File: config.mk
export PLATFORM = sky130hd
export DESIGN_NAME = instr_sequencer_flat
export DESIGN_NICKNAME = d
export VERILOG_FILES = /design/src/rtl/instr_sequencer_pkg.sv /design/src/rtl/instr_sequencer_if.sv /design/src/rtl/instr_sequencer_call_stack.sv /design/src/rtl/instr_sequencer.sv /design/src/flat_wrapper.sv
export SDC_FILE = /design/constraint.sdc
export NUM_CORES = 1
export LEC_CHECK = 0
export ABC_AREA = 1
export CAP_MARGIN = 20
export CORE_MARGIN = 2
export CORE_UTILIZATION = 40
export CTS_BUF_LIST = sky130_fd_sc_hd__clkbuf_8 sky130_fd_sc_hd__clkbuf_16
export CTS_CLUSTER_SIZE = 24
export DETAILED_ROUTE_END_ITERATION = 16
export DONT_BUFFER_PORTS = 1
export PLACE_DENSITY = 0.61
export SLEW_MARGIN = 20
export SYNTH_ARGS = -nofsm -noshare
export SYNTH_HDL_FRONTEND = slang
export SYNTH_SLANG_ARGS = --single-unit
File: constraint.sdc
create_clock -name clk -period 1.7 [get_ports clk]
set_input_delay 0.085 -clock clk [delete_from_list [all_inputs] [get_ports clk]]
set_output_delay 0.085 -clock clk [all_outputs]
set_load 0.005 [all_outputs]
File: src/rtl/instr_sequencer_pkg.sv
// Shared definitions for the instruction sequencer: pointer width, FSM state encoding
// and the modulo pointer increment used for sequential advance and return addresses.
package instr_sequencer_pkg;

  localparam int WORD_SIZE = 16;

  typedef enum logic [1:0] {
    ST_IDLE  = 2'd0,
    ST_FETCH = 2'd1,
    ST_EXEC  = 2'd2,
    ST_HALT  = 2'd3
  } state_e;

  function automatic logic [WORD_SIZE-1:0] ptr_inc(input logic [WORD_SIZE-1:0] p);
    return p + {{(WORD_SIZE-1){1'b0}}, 1'b1};
  endfunction

endpackage

File: src/rtl/instr_sequencer_if.sv
// Sequencer <-> fetch/execute bundle. The master side is the sequencer itself;
// the slave side is the fetch/execute environment.
interface instr_sequencer_if
  import instr_sequencer_pkg::*;
#(
  parameter int WIDTH = WORD_SIZE
) ();

  logic [WIDTH-1:0] pointer;
  logic             fetch_enable;
  logic             exec_done;
  logic             branch_taken;
  logic [WIDTH-1:0] branch_target;
  logic             call;
  logic             ret;
  logic             halt;
  logic             halted;
  logic             stack_fault;

  modport master (
    output pointer, fetch_enable, halted, stack_fault,
    input  exec_done, branch_taken, branch_target, call, ret, halt
  );

  modport slave (
    input  pointer, fetch_enable, halted, stack_fault,
    output exec_done, branch_taken, branch_target, call, ret, halt
  );

endinterface

File: src/rtl/instr_sequencer_call_stack.sv
// call_stack: LIFO of return addresses with combinational top-of-stack.
// Push when full and pop when empty are dropped; the parent turns those into a fault.
module instr_sequencer_call_stack
  import instr_sequencer_pkg::*;
#(
  parameter int WIDTH = WORD_SIZE,
  parameter int DEPTH = 4
) (
  input  logic             clk,
  input  logic             rst_n,
  input  logic             push,
  input  logic             pop,
  input  logic [WIDTH-1:0] din,
  output logic [WIDTH-1:0] dout,
  output logic             full,
  output logic             empty
);

  localparam int               PTR_W    = $clog2(DEPTH);
  localparam logic [PTR_W:0]   FULL_CNT = (PTR_W+1)'(DEPTH);
  localparam logic [PTR_W:0]   CNT_ONE  = (PTR_W+1)'(1);
  localparam logic [PTR_W-1:0] IDX_ONE  = PTR_W'(1);

  logic [WIDTH-1:0] r_mem [DEPTH];
  logic [PTR_W:0]   r_count;
  logic [PTR_W-1:0] w_top_idx;
  logic             w_do_push;
  logic             w_do_pop;

  assign full      = (r_count == FULL_CNT);
  assign empty     = (r_count == {(PTR_W+1){1'b0}});
  assign w_do_push = push && !full;
  assign w_do_pop  = pop && !empty;
  // Low bits of a full count are zero, so the decrement wraps to DEPTH-1 as needed.
  assign w_top_idx = r_count[PTR_W-1:0] - IDX_ONE;
  assign dout      = r_mem[w_top_idx];

  // Occupancy counter; reset empties the stack.
  always_ff @(posedge clk) begin
    if (!rst_n) begin
      r_count <= {(PTR_W+1){1'b0}};
    end else if (w_do_push) begin
      r_count <= r_count + CNT_ONE;
    end else if (w_do_pop) begin
      r_count <= r_count - CNT_ONE;
    end else begin
      r_count <= r_count;
    end
  end

  // Entry storage; contents beyond the count are don't-care, so no reset.
  always_ff @(posedge clk) begin
    if (w_do_push) begin
      r_mem[r_count[PTR_W-1:0]] <= din;
    end
  end

endmodule

File: src/rtl/instr_sequencer.sv
// Program-counter / fetch sequencer: IDLE -> FETCH -> EXEC loop with halt, branch, call and return.
// Return stack and call/ret handling exist only when INSTR_SEQ_CALL_STACK_EN is defined.
module instr_sequencer
  import instr_sequencer_pkg::*;
#(
  parameter logic [WORD_SIZE-1:0] RESET_VECTOR = {WORD_SIZE{1'b0}},
  parameter int                   STACK_DEPTH  = 4
) (
  input  logic              clk,
  input  logic              rst_n,
  instr_sequencer_if.master bus
);

  state_e               r_state;
  state_e               w_next_state;
  logic [WORD_SIZE-1:0] r_pointer;
  logic [WORD_SIZE-1:0] w_next_pointer;
  logic [WORD_SIZE-1:0] w_ret_addr;

  assign w_ret_addr = ptr_inc(r_pointer);

`ifdef INSTR_SEQ_CALL_STACK_EN
  logic                 w_push;
  logic                 w_pop;
  logic                 w_fault_set;
  logic                 w_stack_full;
  logic                 w_stack_empty;
  logic [WORD_SIZE-1:0] w_stack_top;
  logic                 r_fault;

  instr_sequencer_call_stack #(
    .WIDTH (WORD_SIZE),
    .DEPTH (STACK_DEPTH)
  ) u_call_stack (
    .clk   (clk),
    .rst_n (rst_n),
    .push  (w_push),
    .pop   (w_pop),
    .din   (w_ret_addr),
    .dout  (w_stack_top),
    .full  (w_stack_full),
    .empty (w_stack_empty)
  );

  // Sticky stack fault, cleared only by reset.
  always_ff @(posedge clk) begin
    if (!rst_n) begin
      r_fault <= 1'b0;
    end else if (w_fault_set) begin
      r_fault <= 1'b1;
    end else begin
      r_fault <= r_fault;
    end
  end

  assign bus.stack_fault = r_fault;
`else
  localparam int unused_depth = STACK_DEPTH;
  logic w_unused_ctl;

  assign w_unused_ctl    = bus.call ^ bus.ret;
  assign bus.stack_fault = 1'b0;
`endif

  // State and pointer registers.
  always_ff @(posedge clk) begin
    if (!rst_n) begin
      r_state   <= ST_IDLE;
      r_pointer <= RESET_VECTOR;
    end else begin
      r_state   <= w_next_state;
      r_pointer <= w_next_pointer;
    end
  end

  // Next state / next pointer; exactly one action per retired instruction.
  always_comb begin
    w_next_state   = r_state;
    w_next_pointer = r_pointer;
`ifdef INSTR_SEQ_CALL_STACK_EN
    w_push         = 1'b0;
    w_pop          = 1'b0;
    w_fault_set    = 1'b0;
`endif
    case (r_state)
      ST_IDLE:  w_next_state = ST_FETCH;
      ST_FETCH: w_next_state = ST_EXEC;
      ST_EXEC: begin
        if (bus.exec_done) begin
          if (bus.halt) begin
            w_next_state = ST_HALT;
`ifdef INSTR_SEQ_CALL_STACK_EN
          end else if (bus.ret) begin
            if (w_stack_empty) begin
              w_fault_set  = 1'b1;
              w_next_state = ST_HALT;
            end else begin
              w_pop          = 1'b1;
              w_next_pointer = w_stack_top;
              w_next_state   = ST_FETCH;
            end
          end else if (bus.call) begin
            if (w_stack_full) begin
              w_fault_set  = 1'b1;
              w_next_state = ST_HALT;
            end else begin
              w_push         = 1'b1;
              w_next_pointer = bus.branch_target;
              w_next_state   = ST_FETCH;
            end
`endif
          end else if (bus.branch_taken) begin
            w_next_pointer = bus.branch_target;
            w_next_state   = ST_FETCH;
          end else begin
            w_next_pointer = w_ret_addr;
            w_next_state   = ST_FETCH;
          end
        end else begin
          w_next_state = ST_EXEC;
        end
      end
      ST_HALT:  w_next_state = ST_HALT;
      default:  w_next_state = ST_IDLE;
    endcase
  end

  assign bus.pointer      = r_pointer;
  assign bus.fetch_enable = (r_state == ST_FETCH);
  assign bus.halted       = (r_state == ST_HALT);

endmodule
File: src/flat_wrapper.sv
// flat-port wrapper written by rule: the top's interface ports become plain ports
module instr_sequencer_flat import instr_sequencer_pkg::*;
#(
  parameter logic [WORD_SIZE-1:0] RESET_VECTOR = {WORD_SIZE{1'b0}},
  parameter int                   STACK_DEPTH  = 4
)
  (clk, rst_n, bus_pointer, bus_fetch_enable, bus_halted, bus_stack_fault, bus_exec_done, bus_branch_taken, bus_branch_target, bus_call, bus_ret, bus_halt);
  instr_sequencer_if bus_i ();
  input  logic clk;
  input  logic rst_n;
  output wire logic [$bits(bus_i.pointer)-1:0] bus_pointer;
  output wire logic [$bits(bus_i.fetch_enable)-1:0] bus_fetch_enable;
  output wire logic [$bits(bus_i.halted)-1:0] bus_halted;
  output wire logic [$bits(bus_i.stack_fault)-1:0] bus_stack_fault;
  input wire logic [$bits(bus_i.exec_done)-1:0] bus_exec_done;
  input wire logic [$bits(bus_i.branch_taken)-1:0] bus_branch_taken;
  input wire logic [$bits(bus_i.branch_target)-1:0] bus_branch_target;
  input wire logic [$bits(bus_i.call)-1:0] bus_call;
  input wire logic [$bits(bus_i.ret)-1:0] bus_ret;
  input wire logic [$bits(bus_i.halt)-1:0] bus_halt;
  assign bus_pointer = bus_i.pointer;
  assign bus_fetch_enable = bus_i.fetch_enable;
  assign bus_halted = bus_i.halted;
  assign bus_stack_fault = bus_i.stack_fault;
  assign bus_i.exec_done = bus_exec_done;
  assign bus_i.branch_taken = bus_branch_taken;
  assign bus_i.branch_target = bus_branch_target;
  assign bus_i.call = bus_call;
  assign bus_i.ret = bus_ret;
  assign bus_i.halt = bus_halt;
  instr_sequencer #(.RESET_VECTOR(RESET_VECTOR), .STACK_DEPTH(STACK_DEPTH)) u_core (.clk(clk), .rst_n(rst_n), .bus(bus_i));
endmodule
=== After elaboration in Yosys (flattened, before gate mapping) ===
Index checks and enable logic that the tools add are counted.

* $add $sub $neg: 1
* Eq/ne operators: 3
* Muxes and demuxes: 4
* Bitwise gates (word level): 1
* Reductions and logical operators: 2

{| class="wikitable"
|+ Operators with widths
! kind !! number
|-
| adder 16 x 1 -> 16 bit, second input constant || 1
|-
| two-way mux 16 bit || 1
|-
| case mux 2 bit (4 select lines) || 1
|-
| == test 2 bit, second input constant || 2
|-
| two-way mux 2 bit || 2
|-
| AND reduction 3 bit || 1
|-
| == test 2 x 1 -> 1 bit, second input constant || 1
|-
| zero test 2 bit || 1
|-
| NOT 1 bit || 1
|}

* Bits in registers: 18
* Bits of input ports: 23
* Output and inout port bits: 19
* Logic and storage cells: 13

=== Depth between registers and ports, before layout ===
* Depth in word-level cells: 3
* Gate-level depth with buffers: 9
* Mapped depth without buffers: 9

=== Worst setup path after synthesis ===
No wires, ideal clock.

* Path type: flip-flop to flip-flop
* Start: register u_core.r_pointer[0], in the netlist u_core.bus.pointer[0]
* End: register u_core.r_pointer[10], in the netlist u_core.bus.pointer[10]
* Library setup time: 0.132 ns
* Data arrival time: 1.196 ns
* Required time: 1.568 ns
* Path slack: 0.372 ns
* Cell stages (with the launch flop): 9
* Buffers on the path: 0
* Period minus slack after synthesis: 1.328 ns
* Path through: dfxtp_1 ha_1 nand3_1 inv_2 nand2_2 o21ai_0 nand3_1 nand2_1 a21oi_2

* Word-level cells in the longest chain between the ends: 2

{| class="wikitable"
|+ RTL lines
! element !! line !! text
|-
| start: declaration || instr_sequencer.sv:16 || <nowiki>logic [WORD_SIZE-1:0] r_pointer;</nowiki>
|-
| start signal: assignment || instr_sequencer.sv:72 || <nowiki>r_pointer <= w_next_pointer;</nowiki>
|-
| adder 16 x 1 -> 16 bit || instr_sequencer_pkg.sv:15 || <nowiki>return p + {{(WORD_SIZE-1){1'b0}}, 1'b1};</nowiki>
|-
| two-way mux 16 bit || instr_sequencer.sv:112 || <nowiki>end else if (bus.branch_taken) begin</nowiki>
|}

Every way passes these cells.
A chain may end at the register's enable or synchronous reset.

=== Worst setup path in the final report ===
* Start: register u_core.r_pointer[1], in the netlist u_core.bus.pointer[1]
* End: register u_core.r_pointer[10], in the netlist u_core.bus.pointer[10]

The elaborated chain is that of the path after synthesis.

==> results_dict.tcl <==
set metrics [dict create \
    fp.dieH_microns 59.6 \
    crit_slowest_cell "dfxtp_1" \
    vias 1275 \
    synthCells 201 \
    worstRegToRegCells 8 \
    intPower_mw 0.674 \
    tightestPinTransition_ps 564 \
    viasPerCell 5.38 \
    postCtsSetupBuffers 0 \
    synth_top_area_share_pct 29.1 \
    drc 0 \
    pwr-share-clk_pct 41.2 \
    drtAntennaViolNets 0 \
    drv_slew 0 \
    switching_power_mw 0.237 \
    wl_met3_microns 144 \
    path_buf_inv 1 \
    clock_latency_ps 260 \
    gp_congestion 0.792 \
    fin_crit_ps 1420 \
    multi_input_area_sq_um 744 \
    fin_ws_ps 279 \
    worstPathMaxFanout 5 \
    grt_max_degree 20 \
    diodes 0 \
    r2r-end "u_core.bus.pointer[10]" \
    m1WireLength_microns 1400 \
    first_iter_violations 54 \
    groute.usage.overall_pct 19.0 \
    die_area_sq_um 3550 \
    critPathKind "flop to flop" \
    layout-drive-gt1-share_pct 12.7 \
    cp-start-kind "flop" \
    syn_to_final_growth_pct 8.60 \
    firstDrtPassIters 4 \
    period_share_pct 83.6 \
    combPwrFrac_pct 9.8 \
    crit_family "simple AND/OR/NAND/NOR gates" \
    synth_nets 225 \
    fill_cells 326 \
    vdd_drop_max_mv 0.199 \
    worstHoldPathCells 2 \
    startpoint "u_core.bus.pointer[1]" \
    yosys_register_bits 18 \
    die_x_microns 59.6 \
    fin_nets 229 \
    fin_skew_ps 3.50 \
    grt_pass1_wl_microns 5200 \
    syn_area_sq_um 1240 \
    finalSetupTns_ps 0 \
    slew_headroom_pct 62.4 \
    r2r-start "u_core.bus.pointer[1]" \
    boundaryPins 42 \
    hold_end "u_core.bus.pointer[0]" \
    wl_met2_microns 1600 \
    layout_common_cells "nand2_1, nor2_1, dfxtp_1, inv_1" \
    r2r_slack_ps 280 \
    yosysSeqAreaShare_pct 29.1 \
    clockBufferDepth 2 \
    rows 20 \
    regArea_sq_um 360 \
    min_from "bus_branch_target[0]" \
    clockRootBuffer "clkbuf_8" \
    pwr_density_cell_nw_per_um2 679 \
    highest_layer "met4" \
    antenna_found_initial 0 \
    cp.arrival_ps 1560 \
    synth_warnings 0 \
    max_freq_mhz 704 \
    p_leak_nw 0.492 \
    wl_per_cell_microns 13.4 \
    start_util_pct 41.2 \
    p_sw_share_pct 26.1 \
    routed_wl_microns 3180 \
    numPortBuffers 0 \
    slowest_delay_ps 340 \
    cts_tree "done" \
    numCtsBuffers 3 \
    htree_levels 1 \
    crit_required_ps 1830 \
    post-synth-top-area-cell "dfxtp_1" \
    dpl.hpwl_microns 2290 \
    rsz0062_at_grt "false" \
    cap_violations 0 \
    cts.sinks 18 \
    status "finished, final reports clean" \
    postSynthAreaPerCell_sq_um 6.15 \
    core-area_sq_um 3000 \
    cpMostUsedCell "nand3_1" \
    gr-total-overflow 0 \
    seq_power_share_pct 48.9 \
    end_kind "flop" \
    synth_cell_types 30 \
    clk_pin_slew_ps 80 \
    place_ws_ps 287 \
    cts_resized 0 \
    setup_violations 0 \
    path_cells "ha_1, nand3_1, inv_2, nand2_2, o21ai_0, nand3_1, nand2_1, a21oi_2" \
    worst_hold_path_type "primary input to flop" \
    grt_pass1_vias 1155 \
    layout_commonest_cell "nand2_1" \
    cts_hold_buffers 4 \
    hold_viol_final 0 \
    whs_ps 24.7 \
    synthTopCellsByArea "dfxtp_1, nand2_1, nor2_1, a21oi_1, nand3_1" \
]
==> power by group through the flow <==
stage	clock network (mW)	registers (mW)	logic (mW)
3_3_place_gp	0	0.455	0.0791
5_1_grt	0.408	0.448	0.102
3_5_place_dp	0	0.456	0.0822
2_1_floorplan	0	0.454	0.0747
6_report	0.376	0.446	0.0896
4_1_cts	0.383	0.446	0.0903
==> final cells by class <==
class / count / share of cell area, %
Tap cell: 33 / 3.08
Multi-Input combinational cell: 154 / 55.5
Timing Repair Buffer: 6 / 4.10
Sequential cell: 18 / 26.8
Inverter: 22 / 6.43
Clock buffer: 4 / 4.10
==> sequential cells by signal (all words and copies together) (netlist names) <==
name	count
u_core.bus.pointer	16
u_core.r_state	2
==> cells in the mapped netlist, drive strengths merged <==
cell type / n
clkinv: 2
ha: 1
dfxtp: 18
a22oi: 1
nor2: 36
a22o: 1
nand2: 58
buf: 7
nand4: 4
a31oi: 1
nand3: 16
inv: 20
o31ai: 1
a221oi: 1
o21ai: 16
conb: 1
a21oi: 17
==> per-stage QoR <==
stage / cell area, sq um / instances / total power, mW / utilization [%]
floorplan: 1240 / 201 / 0.529 / -
global placement: 1250 / 229 / 0.534 / 41.5
detailed placement: 1250 / 229 / 0.538 / 41.5
CTS: 1340 / 237 / 0.919 / 44.7
global route: 1340 / 237 / 0.957 / 44.7
finish: 1340 / 237 / 0.911 / 44.7
==> worst register-to-register path: stages, from the launching register on <==
cell     delay, ps
dfxtp_1        340
ha_1           210
nand3_1        140
inv_2          130
nand2_2         70
o21ai_0        180
nand3_1         90
nand2_1         80
a21oi_2         50
==> cells by family after synthesis <==
logic type | Yosys count | share of synthesized area [%]
AND/OR/NAND/NOR | 114 | 41.8
flip-flops | 18 | 29.2
adder cells (fa/ha/maj) | 1 | 1.01
AO/OA/AOI/OAI | 38 | 17.1
buffers and inverters | 29 | 10.6
other | 1 | 0.303
==> worst max-delay path by stage <==
| stage | endpoint | slack [ps] | depth (start not counted) |
|---|---|---|---|
| after global routing | u_core.bus.pointer[10] | 90 | 8 |
| after floorplan | u_core.bus.pointer[10] | 370 | 8 |
| final | u_core.bus.pointer[10] | 280 | 8 |
| after global placement | u_core.bus.pointer[14] | 360 | 8 |
| after CTS | u_core.bus.pointer[10] | 280 | 8 |
| after detailed placement | u_core.bus.pointer[10] | 290 | 8 |
==> per-layer routing <==
metal,global-route usage [%],up-vias
met3,4.59,4
met2,32.8,31
met5,0,-
met1,23.4,588
li1,-,652
met4,5.08,0
No activity file was read; power rests on OpenSTA's default activity.
